`src/rtl/face_point.sv`:
```
// face_point: computes one face point per quad face of a mesh stored in RAM1.
// For every face f the four referenced vertices are summed per axis, the sums
// are divided by four (arithmetic shift, rounding toward minus infinity) and
// the packed result is written to RAM2 at FP_BASE+f.
//
// Ports:
//   clk, rst_n        clock, asynchronous active-low reset
//   start             run request, sampled only while idle
//   done              high while the finished state is held
//   err               sticky: a vertex index >= NV was seen during this run
//   RAM1_EN/WE/A/Di   RAM1 read port (WE and Di always 0)
//   RAM1_Do           RAM1 read data, valid the cycle after an enabled read
//   RAM2_EN/WE/A/Di   RAM2 write port
//   RAM2_Do           not used
module face_point #(
  parameter logic [8:0] VERT_BASE = 9'd1,
  parameter logic [8:0] FACE_BASE = 9'd256,
  parameter logic [8:0] FP_BASE   = 9'd0
) (
  input  logic        clk,
  input  logic        rst_n,
  input  logic        start,
  output logic        done,
  output logic        err,
  output logic        RAM1_EN,
  output logic [3:0]  RAM1_WE,
  output logic [8:0]  RAM1_A,
  output logic [31:0] RAM1_Di,
  input  logic [31:0] RAM1_Do,
  output logic        RAM2_EN,
  output logic [3:0]  RAM2_WE,
  output logic [8:0]  RAM2_A,
  output logic [31:0] RAM2_Di,
  input  logic [31:0] RAM2_Do
);

  localparam logic [3:0] S_IDLE  = 4'd0;
  localparam logic [3:0] S_HDR   = 4'd1;
  localparam logic [3:0] S_HCAP  = 4'd2;
  localparam logic [3:0] S_FACE  = 4'd3;
  localparam logic [3:0] S_V0    = 4'd4;
  localparam logic [3:0] S_V1    = 4'd5;
  localparam logic [3:0] S_V2    = 4'd6;
  localparam logic [3:0] S_V3    = 4'd7;
  localparam logic [3:0] S_LAST  = 4'd8;
  localparam logic [3:0] S_WRITE = 4'd9;
  localparam logic [3:0] S_DONE  = 4'd10;

  logic [3:0]         state;
  logic [7:0]         f;
  logic [7:0]         nv;
  logic [7:0]         nf;
  logic [31:0]        face_word;
  logic signed [11:0] acc_x;
  logic signed [11:0] acc_y;
  logic signed [11:0] acc_z;
  logic               err_flag;

  // Vertex whose data is on RAM1_Do this cycle (read was issued last cycle).
  logic [7:0]         cur_idx;
  logic               idx_bad;
  logic signed [11:0] add_x;
  logic signed [11:0] add_y;
  logic signed [11:0] add_z;
  logic signed [11:0] shr_x;
  logic signed [11:0] shr_y;
  logic signed [11:0] shr_z;
  logic               unused;

  assign unused = ^{RAM2_Do, RAM1_Do[31:30]};

  always_comb begin
    cur_idx = face_word[31:24];
    case (state)
      S_V1:    cur_idx = face_word[7:0];
      S_V2:    cur_idx = face_word[15:8];
      S_V3:    cur_idx = face_word[23:16];
      default: cur_idx = face_word[31:24];
    endcase
  end

  assign idx_bad = (cur_idx >= nv);

  // Out-of-range vertices contribute nothing; coordinates sign-extended to 12 bits.
  assign add_x = idx_bad ? 12'sd0 : {{2{RAM1_Do[29]}}, RAM1_Do[29:20]};
  assign add_y = idx_bad ? 12'sd0 : {{2{RAM1_Do[19]}}, RAM1_Do[19:10]};
  assign add_z = idx_bad ? 12'sd0 : {{2{RAM1_Do[9]}},  RAM1_Do[9:0]};

  assign shr_x = acc_x >>> 2;
  assign shr_y = acc_y >>> 2;
  assign shr_z = acc_z >>> 2;

  always_ff @(posedge clk or negedge rst_n) begin
    if (!rst_n) begin
      state     <= S_IDLE;
      f         <= 8'd0;
      nv        <= 8'd0;
      nf        <= 8'd0;
      face_word <= 32'd0;
      acc_x     <= 12'sd0;
      acc_y     <= 12'sd0;
      acc_z     <= 12'sd0;
      err_flag  <= 1'b0;
    end else begin
      case (state)
        S_IDLE: begin
          if (start) begin
            state    <= S_HDR;
            err_flag <= 1'b0;
            f        <= 8'd0;
          end
        end
        S_HDR: state <= S_HCAP;
        S_HCAP: begin
          nv <= RAM1_Do[7:0];
          nf <= RAM1_Do[15:8];
          state <= (RAM1_Do[15:8] == 8'd0) ? S_DONE : S_FACE;
        end
        S_FACE: begin
          acc_x <= 12'sd0;
          acc_y <= 12'sd0;
          acc_z <= 12'sd0;
          state <= S_V0;
        end
        S_V0: begin
          face_word <= RAM1_Do;
          state     <= S_V1;
        end
        S_V1, S_V2, S_V3, S_LAST: begin
          acc_x <= acc_x + add_x;
          acc_y <= acc_y + add_y;
          acc_z <= acc_z + add_z;
          if (idx_bad) err_flag <= 1'b1;
          state <= state + 4'd1;
        end
        S_WRITE: begin
          f     <= f + 8'd1;
          state <= ((f + 8'd1) == nf) ? S_DONE : S_FACE;
        end
        S_DONE: begin
          if (!start) state <= S_IDLE;
        end
        default: state <= S_IDLE;
      endcase
    end
  end

  always_comb begin
    RAM1_EN = 1'b0;
    RAM1_A  = 9'd0;
    case (state)
      S_HDR: begin
        RAM1_EN = 1'b1;
        RAM1_A  = 9'd0;
      end
      S_FACE: begin
        RAM1_EN = 1'b1;
        RAM1_A  = FACE_BASE + {1'b0, f};
      end
      // The face word is only being captured this cycle, so take v0 straight
      // from the read data.
      S_V0: begin
        RAM1_EN = 1'b1;
        RAM1_A  = VERT_BASE + {1'b0, RAM1_Do[7:0]};
      end
      S_V1: begin
        RAM1_EN = 1'b1;
        RAM1_A  = VERT_BASE + {1'b0, face_word[15:8]};
      end
      S_V2: begin
        RAM1_EN = 1'b1;
        RAM1_A  = VERT_BASE + {1'b0, face_word[23:16]};
      end
      S_V3: begin
        RAM1_EN = 1'b1;
        RAM1_A  = VERT_BASE + {1'b0, face_word[31:24]};
      end
      default: begin
        RAM1_EN = 1'b0;
        RAM1_A  = 9'd0;
      end
    endcase
  end

  always_comb begin
    RAM2_EN = 1'b0;
    RAM2_WE = 4'h0;
    RAM2_A  = 9'd0;
    RAM2_Di = 32'd0;
    if (state == S_WRITE) begin
      RAM2_EN = 1'b1;
      RAM2_WE = 4'hF;
      RAM2_A  = FP_BASE + {1'b0, f};
      RAM2_Di = {2'b00, shr_x[9:0], shr_y[9:0], shr_z[9:0]};
    end
  end

  assign RAM1_WE = 4'h0;
  assign RAM1_Di = 32'd0;
  assign done    = (state == S_DONE);
  assign err     = err_flag;

endmodule

```
`config.mk`:
```
export PLATFORM = sky130hd
export DESIGN_NAME = face_point
export DESIGN_NICKNAME = d
export VERILOG_FILES = /design/src/rtl/face_point.sv
export SDC_FILE = /design/constraint.sdc
export NUM_CORES = 1
export LEC_CHECK = 0
export CAP_MARGIN = 20
export CORE_MARGIN = 4
export CORE_UTILIZATION = 45
export CTS_CLUSTER_SIZE = 10
export DETAILED_ROUTE_END_ITERATION = 10
export HOLD_SLACK_MARGIN = 0.08
export PLACE_DENSITY_LB_ADDON = 0.25
export SETUP_SLACK_MARGIN = 0.05
export SYNTH_ARGS = -nofsm -noshare
export SYNTH_HDL_FRONTEND = slang
export SYNTH_SLANG_ARGS = --single-unit
```
`constraint.sdc`:
```
create_clock -name clk -period 10.5 [get_ports clk]
set_input_delay 2.1 -clock clk [delete_from_list [all_inputs] [get_ports clk]]
set_output_delay 2.1 -clock clk [all_outputs]
set_load 0.05 [all_outputs]
```
Yosys cells after proc, flatten, opt, wreduce, memory -nomap -nowiden

Cells that the tools add are included.

Mux-type cells: 23
Reduce and logical (&&, ||, !) cells: 10
Eq/ne operators: 14
Add/subtract/negate cells: 10
Order comparisons: 1

Operators with widths:

| kind                  | number |
|---|---|
| $pmux W12 S2          | 3 |
| $pmux W9 S5           | 1 |
| $add A1 B8 Y9 const A | 4 |
| $add A12 B12 Y12      | 3 |
| $mux W12              | 3 |
| $pmux W4 S8           | 1 |
| $mux W30              | 1 |
| $pmux W8 S3           | 1 |
| $mux W4               | 5 |
| $eq A4 B3 Y1 const B  | 4 |
| $mux W8               | 2 |
| $pmux W8 S2           | 1 |
| $eq A4 B4 Y1 const B  | 3 |
| $add A9 B8 Y9 const A | 1 |
| $add A8 B1 Y8 const B | 1 |
| $eq A4 B2 Y1 const B  | 2 |
| $eq A8 B8 Y1          | 1 |
| $ge A8 B8 Y1          | 1 |
| $logic_not A8 Y1      | 1 |
| $ne A2 B2 Y1 const B  | 3 |
| $reduce_bool A2 Y1    | 3 |
| $reduce_or A6 Y1      | 1 |
| $add A4 B1 Y4 const B | 1 |
| $eq A4 B1 Y1 const B  | 1 |
| other kinds (6)       | 10 |

Register bits: 97
Input port bits: 67
Output and inout bits: 94
Word-level logic and storage cells: 67

Depth between registers and ports, before layout

Word-level depth: 6
Gate-level depth with buffers: 21
Gate-level depth less buffers: 19

Worst setup path after synthesis

Ideal clock, no wire load.

Path kind: input port to output port
Start: in RAM1_Do[3]
End: out RAM1_A[5]
Stages: 5
Arrival: 3,785 ps
Path buffers: 0
Path slack: 4,615 ps
Required time: 8,400 ps
Cell sequence: o21bai_1 > a32o_1 > nand4_1 > xnor2_1 > o21ai_0

Cells in the longest elaborated chain, start to end: 2

Ends and longest elaborated chain:

| what            | line | text |
|---|---|---|
| start, declared | 29   | `input logic [31:0] RAM1_Do,` |
| $add A1 B8 Y9   | 164  | `RAM1_A = VERT_BASE + {1'b0, RAM1_Do[7:0]};` |
| $pmux W9 S5     | 151  | `case (state)` |
| end, declared   | 27   | `output logic [8:0] RAM1_A,` |

Every way passes these cells.

Worst setup path after layout

Start: in RAM1_Do[3]
End: out RAM1_A[7]

Same word-level chain as after synthesis.

==> insert_results.sql <==
INSERT INTO impl_metrics (metric_group, metric, value, unit) VALUES
('run_status', 'outcome', 'completed', ''),
('clocking', 'cts-buffers-inserted', '9', ''),
('critical_path', 'crit_type', 'input pin to output pin', ''),
('clocking', 'max-clock-path-buffers', '2', ''),
('yosys', 'yosysSeqAreaShare', '34.5', '%'),
('yosys', 'post-synth-top-area-cell', 'sky130_fd_sc_hd__dfrtp_1', ''),
('timing', 'final.setup.tns', '0', 'ns'),
('floorplanning', 'row_count', '45', ''),
('final_layout', 'n_antenna_cell', '0', ''),
('floorplanning', 'boundaryPins', '161', ''),
('yosys', 'post_syn_area', '0.00704', 'mm^2'),
('grt', 'grt_antenna_before_repair', '0', ''),
('route', 'wl', '19200', 'um'),
('critical_path', 'critPathMaxFanout', '5', ''),
('timing', 'finalHoldViolations', '0', ''),
('timing', 'worstMarginPinSlew', '1.06', 'ns'),
('grt', 'grt_pass1_vias', '5954', ''),
('final_layout', 'layout-drive-gt1-share', '8.53', '%'),
('yosys', 'yosys.area.top_type_share', '34.5', '%'),
('final_layout', 'number_of_fill_cells', '1429', ''),
('timing', 'rsz_0062_raised_after_global_routing', 'false', ''),
('critical_path', 'crit_path_end_kind', 'output pin', ''),
('placed_design', 'hpwl', '14000', 'um'),
('yosys', 'synthesized_instance_count', '771', ''),
('placed_design', 'dp_worst_setup_slack', '3.67', 'ns'),
('floorplanning', 'core_area', '0.0153', 'mm^2'),
('critical_path', 'setup_crit_start_kind', 'input pin', ''),
('timing', 'timing.final.max_slew_violations', '0', ''),
('floorplanning', 'die_y', '133', 'um'),
('placed_design', 'gpl.final_weighted_congestion', '0.884', ''),
('clocking', 'cts_tree', 'yes', ''),
('clocking', 'cts_hold_buffers', '0', ''),
('yosys', 'yosys.cell_types.count', '55', ''),
('yosys', 'yosys_register_bits', '97', ''),
('power_and_ir_drop', 'cellPowerDensity', '272', 'mW/mm^2'),
('power_and_ir_drop', 'seq_power_share', '27.8', '%'),
('placed_design', 'placed_area', '0.00789', 'mm^2'),
('grt', 'wire_length_of_the_first_global_routing_pass', '31000', 'um'),
('clocking', 'postCtsSetupBuffers', '0', ''),
('power_and_ir_drop', 'p_sw', '1.03', 'mW'),
('timing', 'final_critical_path_setup_slack', '3.64', 'ns'),
('clocking', 'cts.clk_slew.worst_paths', '0.07', 'ns'),
('final_layout', 'sequential_standard_cell_area', '0.00243', 'mm^2'),
('timing', 'max_freq', '0.146', 'GHz'),
('route', 'viasPerCell', '5.81', ''),
('power_and_ir_drop', 'power.share.clock', '15.1', '%'),
('clocking', 'cts.root.buffer_cell', 'sky130_fd_sc_hd__clkbuf_16', ''),
('power_and_ir_drop', 'combinationalPowerShare', '57.1', '%'),
('clocking', 'cts-htree-levels', '3', ''),
('route', 'routed-via-count', '6061', ''),
('critical_path', 'cpMaxStageDelayCell', 'sky130_fd_sc_hd__clkdlybuf4s50_1', ''),
('critical_path', 'critical_path_arrival', '4.76', 'ns'),
('route', 'drt_drc_violations_left', '0', ''),
('grt', 'grt_util_all_layers', '21.5', '%'),
('final_layout', 'finish.instance_area', '0.00819', 'mm^2'),
('power_and_ir_drop', 'p_leak', '3.75', 'nW'),
('flow_run', 'total_of_max_cap_violations', '0', ''),
('route', 'antenna_violating_nets_left', '0', ''),
('floorplanning', 'initial_utilization', '46.2', '%'),
('yosys', 'async_flop_share', '100', '%'),
('critical_path', 'cp.required', '8.40', 'ns'),
('yosys', 'number_of_flops_mapped_to_enable_cells_by_yosys', '0', ''),
('yosys', 'yosys_warning_total', '0', ''),
('route', 'wl_per_cell', '18.4', 'um'),
('placed_design', 'io_buffers', '89', ''),
('floorplanning', 'dieWidth', '133', 'um'),
('route', 'firstDrtPassIters', '6', ''),
('critical_path', 'cp.buffers_inverters', '2', ''),
('timing', 'finalCriticalPeriod', '6.86', 'ns'),
('timing', 'post-route-period-util', '65.3', '%'),
('route', 'dr_iter_0_viols', '646', '');
[tightest hold or removal path, stage by stage (launching register included)]
cell                      delay [ns]
sky130_fd_sc_hd__dfrtp_1        0.36
sky130_fd_sc_hd__nand2_1        0.05
sky130_fd_sc_hd__o21ai_0        0.06
[through the flow]
stage               instances  hold WS, ns  util (%)
finish                   1043        0.499      53.7
floorplan                 809        0.473         -
CTS                      1043        0.514      53.7
global route             1043        0.534      53.7
detailed placement       1027        0.497      51.7
global placement         1027        0.480      51.7
[layout by cell type, fill, tap and decap left out, types with 16 or more instances in the layout]
cell,n
sky130_fd_sc_hd__dfrtp_1,97
sky130_fd_sc_hd__clkdlybuf4s50_1,88
sky130_fd_sc_hd__nand2_1,65
sky130_fd_sc_hd__o21ai_0,62
sky130_fd_sc_hd__nand3_1,48
sky130_fd_sc_hd__ha_1,46
sky130_fd_sc_hd__and3_1,43
sky130_fd_sc_hd__mux2_2,41
sky130_fd_sc_hd__conb_1,39
sky130_fd_sc_hd__and2_1,35
sky130_fd_sc_hd__xnor2_1,26
sky130_fd_sc_hd__inv_1,24
sky130_fd_sc_hd__a21oi_1,20
sky130_fd_sc_hd__nor2_1,17
sky130_fd_sc_hd__a222oi_1,16
sky130_fd_sc_hd__xor2_1,16
[worst paths after layout]
check                             to  cells past startpoint  slack, ns  startpoint
max                        RAM1_A[7]                      7       3.64  RAM1_Do[3]
min                              err                      2       0.50         err
max reg2reg                acc_y[11]                     18       4.74    state[1]
min reg2reg                      err                      2       0.50         err
max in group asynchronous  acc_x[11]                      2       7.62       rst_n
min in group asynchronous       f[2]                      1       1.70       rst_n
[synthesized netlist by cell type (16+ instances only)]
master,count
sky130_fd_sc_hd__dfrtp_1,97
sky130_fd_sc_hd__nand2_1,65
sky130_fd_sc_hd__o21ai_0,62
sky130_fd_sc_hd__nand3_1,48
sky130_fd_sc_hd__ha_1,47
sky130_fd_sc_hd__buf_4,44
sky130_fd_sc_hd__and3_1,43
sky130_fd_sc_hd__mux2_2,41
sky130_fd_sc_hd__and2_1,35
sky130_fd_sc_hd__clkbuf_1,31
sky130_fd_sc_hd__xnor2_1,26
sky130_fd_sc_hd__inv_1,24
sky130_fd_sc_hd__a21oi_1,21
sky130_fd_sc_hd__nor2_1,17
sky130_fd_sc_hd__a222oi_1,16
sky130_fd_sc_hd__xor2_1,16
[registers in the layout, summed over array words and instances, names as in the netlist]
register,flops
acc_y,12
acc_z,12
state,4
nv,8
err,1
nf,8
acc_x,12
face_word,32
f,8
[power groups by stage]
stage          combinational, mW  sequential, mW  clock [mW]
2_1_floorplan              0.992           0.589           0
3_3_place_gp                1.21           0.617           0
3_5_place_dp                1.26           0.626           0
4_1_cts                     1.27           0.619       0.344
5_1_grt                     1.41           0.636       0.363
6_report                    1.27           0.620       0.337
[layer usage]
metal	vias to the layer above	wire, um	global-route usage [%]
met1	2974	8470	29.0
met2	219	9140	35.4
li1	2843	-	-
met4	0	364	5.54
met5	-	0	0
met3	25	1230	4.87
[layout make-up]
type	instances	share of cell area [%]
tap	211	3.22
multi-input combinational	600	51.0
clock buffer	9	2.75
timing repair buffer	95	11.4
sequential	97	29.6
clock inverter	7	0.901
inverter	24	1.10
[logic make-up after synthesis]
group / count (synthesis) / share of synthesized area (%)
AO/OA/AOI/OAI: 183 / 17.6
XOR/XNOR: 42 / 5.22
adder cells (fa/ha/maj): 50 / 9.20
buffers and inverters: 112 / 8.44
flip-flops: 97 / 34.5
multiplexers: 46 / 7.27
other: 1 / 0.0532
AND/OR/NAND/NOR: 240 / 17.8
No activity file was read; power rests on OpenSTA's default activity.
